===== config.mk =====
export PLATFORM = sky130hd
export DESIGN_NAME = arb_mux_rr
export DESIGN_NICKNAME = d
export VERILOG_FILES = /design/src/rtl/arb_mux_rr.sv
export SDC_FILE = /design/constraint.sdc
export NUM_CORES = 1
export LEC_CHECK = 0
export CORE_MARGIN = 3
export CORE_UTILIZATION = 35
export CTS_CLUSTER_SIZE = 16
export DETAILED_ROUTE_END_ITERATION = 8
export GPL_TIMING_DRIVEN = 0
export PLACE_DENSITY = 0.89
export SETUP_SLACK_MARGIN = 0.05
export SYNTH_ARGS = -nofsm -noshare
export SYNTH_HDL_FRONTEND = slang
export SYNTH_SLANG_ARGS = --single-unit

===== constraint.sdc =====
create_clock -name clk -period 9.35 [get_ports clk]
set_clock_uncertainty 0.05 [all_clocks]
set_input_delay 1.87 -clock clk [delete_from_list [all_inputs] [get_ports clk]]
set_output_delay 1.87 -clock clk [all_outputs]
set_load 0.03 [all_outputs]

===== src/rtl/arb_mux_rr.sv =====
// N-input valid/ready arbitrating multiplexer with a registered output stage.
// Grants by round-robin or fixed priority and holds the grant for the whole of a multi-beat packet.
module arb_mux_rr #(
   parameter  int data_width = 32,
   parameter  int num_in     = 4,
   parameter  int prio_mode  = 0,
   localparam int sel_width  = $clog2(num_in)
) (
   input  logic                         clk,
   input  logic                         reset,
   input  logic [num_in*data_width-1:0] in_data,
   input  logic [num_in-1:0]            in_valid,
   input  logic [num_in-1:0]            in_last,
   output logic [num_in-1:0]            in_ready,
   output logic [data_width-1:0]        out_data,
   output logic                         out_valid,
   output logic                         out_last,
   output logic [sel_width-1:0]         out_sel,
   input  logic                         out_ready
);

   typedef enum logic [0:0] {
      ST_IDLE   = 1'b0,
      ST_LOCKED = 1'b1
   } state_t;

   state_t                state_r;
   logic [sel_width-1:0]  rr_ptr_r;
   logic [sel_width-1:0]  lock_idx_r;

   logic                  space_s;
   logic                  grant_ok_s;
   logic [sel_width-1:0]  grant_idx_s;
   logic                  take_s;
   logic                  xfer_s;
   logic [data_width-1:0] sel_data_s;
   logic                  sel_last_s;
   logic [sel_width-1:0]  next_ptr_s;
   int                    dist_s;
   int                    best_s;

   // Arbitration: locked owner, else the valid requester nearest the priority origin
   always_comb begin
      grant_ok_s  = 1'b0;
      grant_idx_s = {sel_width{1'b0}};
      take_s      = 1'b0;
      dist_s      = 0;
      best_s      = num_in;
      if (state_r == ST_LOCKED) begin
         grant_ok_s  = 1'b1;
         grant_idx_s = lock_idx_r;
      end else begin
         for (int i = 0; i < num_in; i++) begin
            // Distance from the origin: index itself, or upward distance from rr_ptr modulo num_in
            dist_s = (prio_mode == 1) ? i :
                     ((i >= int'(rr_ptr_r)) ? i - int'(rr_ptr_r) : i + num_in - int'(rr_ptr_r));
            take_s      = in_valid[i] && (dist_s < best_s);
            best_s      = take_s ? dist_s : best_s;
            grant_ok_s  = take_s ? 1'b1 : grant_ok_s;
            grant_idx_s = take_s ? sel_width'(i) : grant_idx_s;
         end
      end
   end

   // Per-input ready, selected beat and the pointer value that follows this grant
   always_comb begin
      space_s    = !out_valid || out_ready;
      in_ready   = {num_in{1'b0}};
      sel_data_s = {data_width{1'b0}};
      sel_last_s = 1'b0;
      for (int i = 0; i < num_in; i++) begin
         if (sel_width'(i) == grant_idx_s) begin
            in_ready[i] = reset && space_s && grant_ok_s;
            sel_data_s  = in_data[i*data_width +: data_width];
            sel_last_s  = in_last[i];
         end else begin
            in_ready[i] = 1'b0;
         end
      end
      xfer_s     = |(in_valid & in_ready);
      next_ptr_s = (grant_idx_s == sel_width'(num_in - 1)) ? {sel_width{1'b0}}
                                                           : grant_idx_s + sel_width'(1);
   end

   // Output register, packet-lock state machine and round-robin pointer
   always_ff @(posedge clk) begin
      if (!reset) begin
         state_r    <= ST_IDLE;
         rr_ptr_r   <= {sel_width{1'b0}};
         lock_idx_r <= {sel_width{1'b0}};
         out_valid  <= 1'b0;
         out_data   <= {data_width{1'b0}};
         out_last   <= 1'b0;
         out_sel    <= {sel_width{1'b0}};
      end else begin
         if (xfer_s) begin
            out_valid <= 1'b1;
            out_data  <= sel_data_s;
            out_last  <= sel_last_s;
            out_sel   <= grant_idx_s;
         end else if (out_ready) begin
            out_valid <= 1'b0;
         end else begin
            out_valid <= out_valid;
         end
         case (state_r)
            ST_IDLE: begin
               if (xfer_s && !sel_last_s) begin
                  state_r    <= ST_LOCKED;
                  lock_idx_r <= grant_idx_s;
               end else begin
                  state_r    <= ST_IDLE;
               end
            end
            ST_LOCKED: begin
               if (xfer_s && sel_last_s) begin
                  state_r <= ST_IDLE;
               end else begin
                  state_r <= ST_LOCKED;
               end
            end
            default: state_r <= ST_IDLE;
         endcase
         // Pointer advances on every packet-completing beat, whatever the mode
         if (xfer_s && sel_last_s) begin
            rr_ptr_r <= next_ptr_s;
         end else begin
            rr_ptr_r <= rr_ptr_r;
         end
      end
   end

endmodule


**Yosys cells after proc, flatten, opt, wreduce, memory -nomap -nowiden**

Index checks and enable logic that the tools add are counted.

- $add $sub $neg: 8
- Multipliers: 0
- Div/mod/pow operators: 0
- Magnitude comparators: 7
- Eq/ne operators: 4
- Shifts and indexed selects: 0
- Muxes and demuxes: 33
- Bitwise logic cells: 2
- Reductions and logical operators: 15

Operators with widths:

| operator | count |
|---|---|
| $mux W32 | 10 |
| $lt A32 B32 Y1 | 2 |
| $lt A3 B32 Y1 | 1 |
| $lt A32 B4 Y1 const B | 1 |
| $mux W1 | 18 |
| $sub A3 B2 Y4 const A | 3 |
| $logic_and A1 B1 Y1 | 8 |
| $mux W2 | 4 |
| $sub A1 B2 Y3 const A | 2 |
| $sub A2 B2 Y3 const A | 2 |
| $and A4 B4 Y4 | 1 |
| $eq A2 B2 Y1 const A | 2 |
| $ge A1 B2 Y1 const A | 2 |
| $reduce_or A4 Y1 | 1 |
| $add A2 B1 Y2 const B | 1 |
| $eq A1 B2 Y1 const A | 1 |
| $eq A2 B2 Y1 const B | 1 |
| $ge A2 B2 Y1 const A | 1 |
| $logic_not A1 Y1 | 2 |
| $logic_not A2 Y1 | 1 |
| $pmux W1 S2 | 1 |
| $reduce_and A2 Y1 | 1 |
| $reduce_bool A2 Y1 | 1 |
| $logic_or A1 B1 Y1 | 1 |
| $not A1 Y1 | 1 |

- Register bits after elaboration: 41
- Bits in latches: 0
- Memory bits (writable): 0
- Memory bits (read-only): 0
- Input port bits: 139
- Memories: 0

**Depth between registers and ports, before layout**

- Depth in word-level cells: 24
- Gate-level depth with buffers: 29
- Mapped depth without buffers: 28

**Worst setup path before layout**

No wires, ideal clock.

- Path kind: input-to-output
- From: in in_valid[0]
- To: out in_ready[3]
- Arrival time: 6169 ps
- Required time: 7430 ps
- Slack: 1261 ps
- Cell stages on the path: 19
- Buffers on the path: 2
- Cells stage by stage: ha_1 -> nand2b_1 -> o21ai_0 -> nand2_1 -> o31a_1 -> ha_1 -> nor4b_1 -> and2_1 -> a22o_4 -> mux2_2 -> ha_1 -> nor2b_1 -> o41ai_1 -> o32ai_2 -> o21ai_1 -> ha_1 -> clkbuf_1 -> clkbuf_1 -> and2_1

- Cells in the longest elaborated chain, start to end: 14
- Elaborated cells on any way between the ends: 22

RTL lines:

| what | RTL line | source |
|---|---|---|
| from (decl) | 12 | `input logic [num_in-1:0] in_valid,` |
| $logic_and A1 B1 Y1 (*) | 57 | `take_s = in_valid[i] && (dist_s < best_s);` |
| $mux W32 (*) | 58 | `best_s = take_s ? dist_s : best_s;` |
| $lt A32 B32 Y1 | 57 |  |
| $logic_and A1 B1 Y1 | 57 |  |
| $mux W32 | 58 |  |
| $lt A32 B32 Y1 | 57 |  |
| $logic_and A1 B1 Y1 | 57 |  |
| $mux W32 | 58 |  |
| $lt A3 B32 Y1 | 57 |  |
| $logic_and A1 B1 Y1 | 57 |  |
| $mux W2 (*) | 60 | `grant_idx_s = take_s ? sel_width'(i) : grant_idx_s;` |
| $mux W2 (*) | 49 | `if (state_r == ST_LOCKED) begin` |
| named net grant_idx_s[0] | 33 | `logic [sel_width-1:0] grant_idx_s;` |
| $eq A2 B2 Y1 (*) | 72 | `if (sel_width'(i) == grant_idx_s) begin` |
| $mux W1 (*) | 72 |  |
| to (decl) | 14 | `output logic [num_in-1:0] in_ready,` |

Mark *: on every way through the listed nets, which the timed path passes. The rest lies on a longest branch.

**Final worst setup path**

- From: in in_valid[0]
- To: out in_ready[2]

The elaborated chain is that of the path after synthesis.

==> results <==
- The flow ran to the end, and the final reports show no timing, DRC or antenna violations.
- The routed length per placed instance is between 15 and 20 um.
- The least setup slack across all paths after layout is 0.408 ns.
- CTS built an H-tree with a depth of 2.
- The post-placement setup slack is -0.752 ns.
- The initialized floorplan defines 32 standard-cell rows.
- The number of antenna violations at the first check in global routing came to 0.
- Sequential cells were found to cover roughly 28% of the synthesized design area.
- The total congestion overflow after global routing is 0.
- The starting utilization of the core area is between 30 and 40%.
- The length of the first detailed-routing pass in iterations is 4.
- Of all nets on the critical path, the largest fanout is 10.
- After detailed placement, the total cell area comes to approximately 4800 um^2.
- The clock sink total is a little over 40.
- For this run, the number of Yosys warnings is 0.
- The quantity of I/O buffers inserted on ports is about 180.
- The first-pass GRT wire length is roughly 18000 um.
- In this run the deepest clock path goes through 2 buffers.
- The tightest min-delay check is of the flip-flop to flip-flop type.
- The post-synthesis cell count is ~370.
- Counting tap cells, the placed design contains a total of ~650 instances.
- The tree is rooted in a sky130_fd_sc_hd__clkbuf_8.
- At the end of routability-driven placement, the weighted congestion stood at around 0.93.
- The clock input transition at the sequential cells of the worst setup and hold paths is 0.08 ns.
- The wire length reported by the detailed router is approximately 11000 um.
- The switching part of the total is about half.
- The routed layout has between 3000 and 4000 vias.
- The die covers between 9000 and 10000 um^2.
- The startpoint-to-endpoint class of the critical path is input port to output port.
- The final critical-path share of the clock period is 95.6%.
- The worst setup path is launched from an input port.
- The fraction of final layout cells with drive strength greater than 1 is ~7.2%.
- Buffers inserted to repair hold after CTS numbered 0.
- The synthesized design contains 0 enable-type register cells.
- The post-detailed-placement half-perimeter wirelength is ~8800 um.
- Across the VDD grid, the largest voltage drop is between 0.00015 and 0.0002 V.
- The clock network burns between 6 and 7% of the power.
- STA puts the critical path data required time at roughly 7.4 ns.
- Setup violations remaining at the end of the flow were counted as 0.
- Hold timing on the final database bottoms out at a slack of 0.422 ns.
- The number of remaining DRC errors is 0.
- The number of hold violations in the final report is 0.
- The arrival time of data at the critical path endpoint is 7.02 ns.
- The clock tree from TritonCTS is built.
- The area growth from synthesis to layout is 70.4%.
- The power share of the combinational group is 78.4%.
- The largest net degree at the start of global routing is 20.
- Once layout is done, the placed cells without fillers occupy 4930 um^2.
- After the flow finishes, the layout carries non-filler instances totaling 654.
- The synthesized area per cell is slightly below 8 um^2.
- In this run, synthesis produced a sequential element count of a little over 40.
- Synthesis produced a netlist with a net count of 519.
- The proportion of synthesized flip-flops having asynchronous set or reset is 0%.
- The summed instance area of the synthesized netlist is a little under 3000 um^2.
- The power per cell area is approximately 430 nW/um^2.
- The die is 97.0 um tall.
- The count of inserted antenna diode cells is 0.
- The top-level I/O count is 179.
- The routed design could run at a clock period as short as about 8.9 ns.
- The number of nets in the layout is 703.
- The core utilization of the finished layout is between 60 and 70%.
- The via count of the first global-routing pass is between 3000 and 4000.
- Using the TritonRoute via totals, the vias-per-cell ratio works out to roughly 5.4.
- The maximum clock frequency is between 100 and 150 MHz.
- Clock tree synthesis inserted a total of 5 buffers.
- The standby leakage power is around 1.8 nW.
- The net switching power is 1.11 mW.
- Global routing consumed, over all layers together, approximately 23% of the routing resources.
- The clock insertion delay at the later pin of the skew report is 0.29 ns.
- In this run the tightest slew margin relative to its limit is between 50 and 60%.
- The detailed router finished its first iteration with 170 violations.
- The tool flagged a number of max-cap violations equal to 0.
- The top flip-flop cell by instance count after synthesis is sky130_fd_sc_hd__dfxtp_1.
- Setup repair after global routing left no endpoint under its margin.
- For the pin with the worst max-slew slack, the measured transition is between 0.6 and 0.7 ns.
- After synthesis, the netlist uses 46 different library cells.
- The standard cell core area is roughly 7900 um^2.
- The die width is roughly 97 um.
- The count of antenna-violating nets left after detailed routing is 0.
- The cell internal power dissipation is about 1.0 mW.
- The fraction of power consumed by sequential logic is around 15%.
- STA classifies the critical path endpoint as an output port.
- The number of pins with negative max-slew slack in the final report is 0.
## per-layer routing
layer,vias up,track usage [%],wire length [um]
met5,-,0,0
met4,0,4.54,92
met3,8,5.77,717
met2,130,42.0,5780
met1,1679,27.4,4570
li1,1732,-,-
## critical path, cell delays in order
cell	delay, ns
sky130_fd_sc_hd__clkdlybuf4s50_1	0.59
sky130_fd_sc_hd__ha_1	0.21
sky130_fd_sc_hd__and2b_1	0.20
sky130_fd_sc_hd__a21oi_1	0.26
sky130_fd_sc_hd__a21oi_1	0.10
sky130_fd_sc_hd__ha_1	0.28
sky130_fd_sc_hd__or3_1	0.36
sky130_fd_sc_hd__a21oi_2	0.19
sky130_fd_sc_hd__a22o_4	0.21
sky130_fd_sc_hd__mux2_2	0.34
sky130_fd_sc_hd__ha_1	0.21
sky130_fd_sc_hd__a2111oi_1	0.35
sky130_fd_sc_hd__o311a_1	0.28
sky130_fd_sc_hd__o32ai_2	0.11
sky130_fd_sc_hd__o21ai_2	0.27
sky130_fd_sc_hd__inv_1	0.11
sky130_fd_sc_hd__ha_1	0.28
sky130_fd_sc_hd__clkbuf_2	0.23
sky130_fd_sc_hd__clkbuf_4	0.24
sky130_fd_sc_hd__and2_1	0.16
sky130_fd_sc_hd__clkbuf_2	0.18
## registers in the layout, summed over array words and instances, names as in the netlist, named ones only
name,count
out_sel,2
out_data,32
rr_ptr_r,2
out_valid,1
out_last,1
lock_idx_r,2
## what timing repair did
item | 4_1_cts | 5_1_grt
buffers inserted | 0 | 1
pin swaps | 0 | 1
gates resized for setup | 9 | 11
setup endpoints to repair | 3 | 3
## stage by stage
stage	power, mW	TNS [ns]
2_1_floorplan	1.44	0
5_1_grt	2.32	0
6_report	2.14	0
3_3_place_gp	1.94	-1.24
4_1_cts	2.14	0
3_5_place_dp	1.98	-1.74
## final cells by class
| cell class | instances | area [um^2] |
|---|---|---|
| Buffer | 33 | 171 |
| Clock buffer | 7 | 86.3 |
| Clock inverter | 1 | 30.0 |
| Fill cell | 694 | 2960 |
| Inverter | 11 | 41.3 |
| Multi-Input combinational cell | 281 | 1880 |
| Sequential cell | 41 | 821 |
| Tap cell | 102 | 128 |
| Timing Repair Buffer | 178 | 1770 |
## path summary, 6_finish.rpt
| check | startpoint | to | slack [ns] | depth (start not counted) |
|---|---|---|---|---|
| worst min-delay path | lock_idx_r[1] | lock_idx_r[1] | 0.42 | 2 |
| worst max register to register | rr_ptr_r[1] | out_last | 2.85 | 27 |
| worst max-delay path | in_valid[0] | in_ready[2] | 0.41 | 21 |
| worst min register to register | lock_idx_r[1] | lock_idx_r[1] | 0.42 | 2 |
## cells in the mapped netlist, types with 2 or more instances
cell type	instances	share of area (%)
sky130_fd_sc_hd__a211oi_1	23	6.0
sky130_fd_sc_hd__a211oi_2	9	3.9
sky130_fd_sc_hd__a21oi_1	41	7.1
sky130_fd_sc_hd__a221oi_1	31	9.4
sky130_fd_sc_hd__a22oi_1	3	0.78
sky130_fd_sc_hd__and2_1	8	1.7
sky130_fd_sc_hd__buf_1	3	0.39
sky130_fd_sc_hd__buf_2	4	0.69
sky130_fd_sc_hd__buf_4	2	0.52
sky130_fd_sc_hd__buf_6	3	1.2
sky130_fd_sc_hd__clkbuf_1	22	2.9
sky130_fd_sc_hd__dfxtp_1	41	28
sky130_fd_sc_hd__ha_1	13	5.6
sky130_fd_sc_hd__inv_1	10	1.3
sky130_fd_sc_hd__mux2i_1	2	0.69
sky130_fd_sc_hd__nand2_1	9	1.2
sky130_fd_sc_hd__nand2b_1	4	0.86
sky130_fd_sc_hd__nand3_1	2	0.35
sky130_fd_sc_hd__nand3b_1	2	0.52
sky130_fd_sc_hd__nor2_1	40	5.2
sky130_fd_sc_hd__nor2b_1	34	7.3
sky130_fd_sc_hd__nor3_1	31	5.4
sky130_fd_sc_hd__o21ai_0	3	0.52
sky130_fd_sc_hd__o21ai_1	4	0.69
sky130_fd_sc_hd__o31ai_1	2	0.52
## power groups by stage
| stage | sequential [mW] | combinational (mW) | clock (mW) |
|---|---|---|---|
| after floorplan | 0.466 | 0.975 | 0 |
| after global placement | 0.313 | 1.62 | 0 |
| after detailed placement | 0.318 | 1.66 | 0 |
| after CTS | 0.314 | 1.67 | 0.150 |
| after global routing | 0.327 | 1.83 | 0.160 |
| final | 0.315 | 1.68 | 0.147 |
## kinds of logic (layout without fill, tap and decap cells)
group / after synthesis / after routing / synth area share (%)
AO/OA/AOI/OAI: 130 / 130 / 33.6
adder cells (fa/ha/maj): 13 / 13 / 5.62
buffers and inverters: 45 / 230 / 7.04
flip-flops: 41 / 41 / 28.3
multiplexers: 3 / 3 / 1.08
AND/OR/NAND/NOR: 135 / 135 / 24.3
## placed cells by master, fill, tap and decap left out, types with 3 or more instances in the layout
cell type	instances
sky130_fd_sc_hd__clkdlybuf4s50_1	174
sky130_fd_sc_hd__a21oi_1	41
sky130_fd_sc_hd__dfxtp_1	41
sky130_fd_sc_hd__nor2_1	40
sky130_fd_sc_hd__nor2b_1	34
sky130_fd_sc_hd__a221oi_1	31
sky130_fd_sc_hd__nor3_1	31
sky130_fd_sc_hd__a211oi_1	23
sky130_fd_sc_hd__clkbuf_1	19
sky130_fd_sc_hd__ha_1	12
sky130_fd_sc_hd__inv_1	10
sky130_fd_sc_hd__nand2_1	9
sky130_fd_sc_hd__a211oi_2	9
sky130_fd_sc_hd__and2_1	8
sky130_fd_sc_hd__clkbuf_8	6
sky130_fd_sc_hd__nand2b_1	4
sky130_fd_sc_hd__o21ai_1	4
sky130_fd_sc_hd__clkbuf_2	4
sky130_fd_sc_hd__clkbuf_4	3
sky130_fd_sc_hd__a22oi_1	3
sky130_fd_sc_hd__buf_4	3
sky130_fd_sc_hd__buf_2	3
sky130_fd_sc_hd__buf_6	3
(Power assumes the default switching activity.)
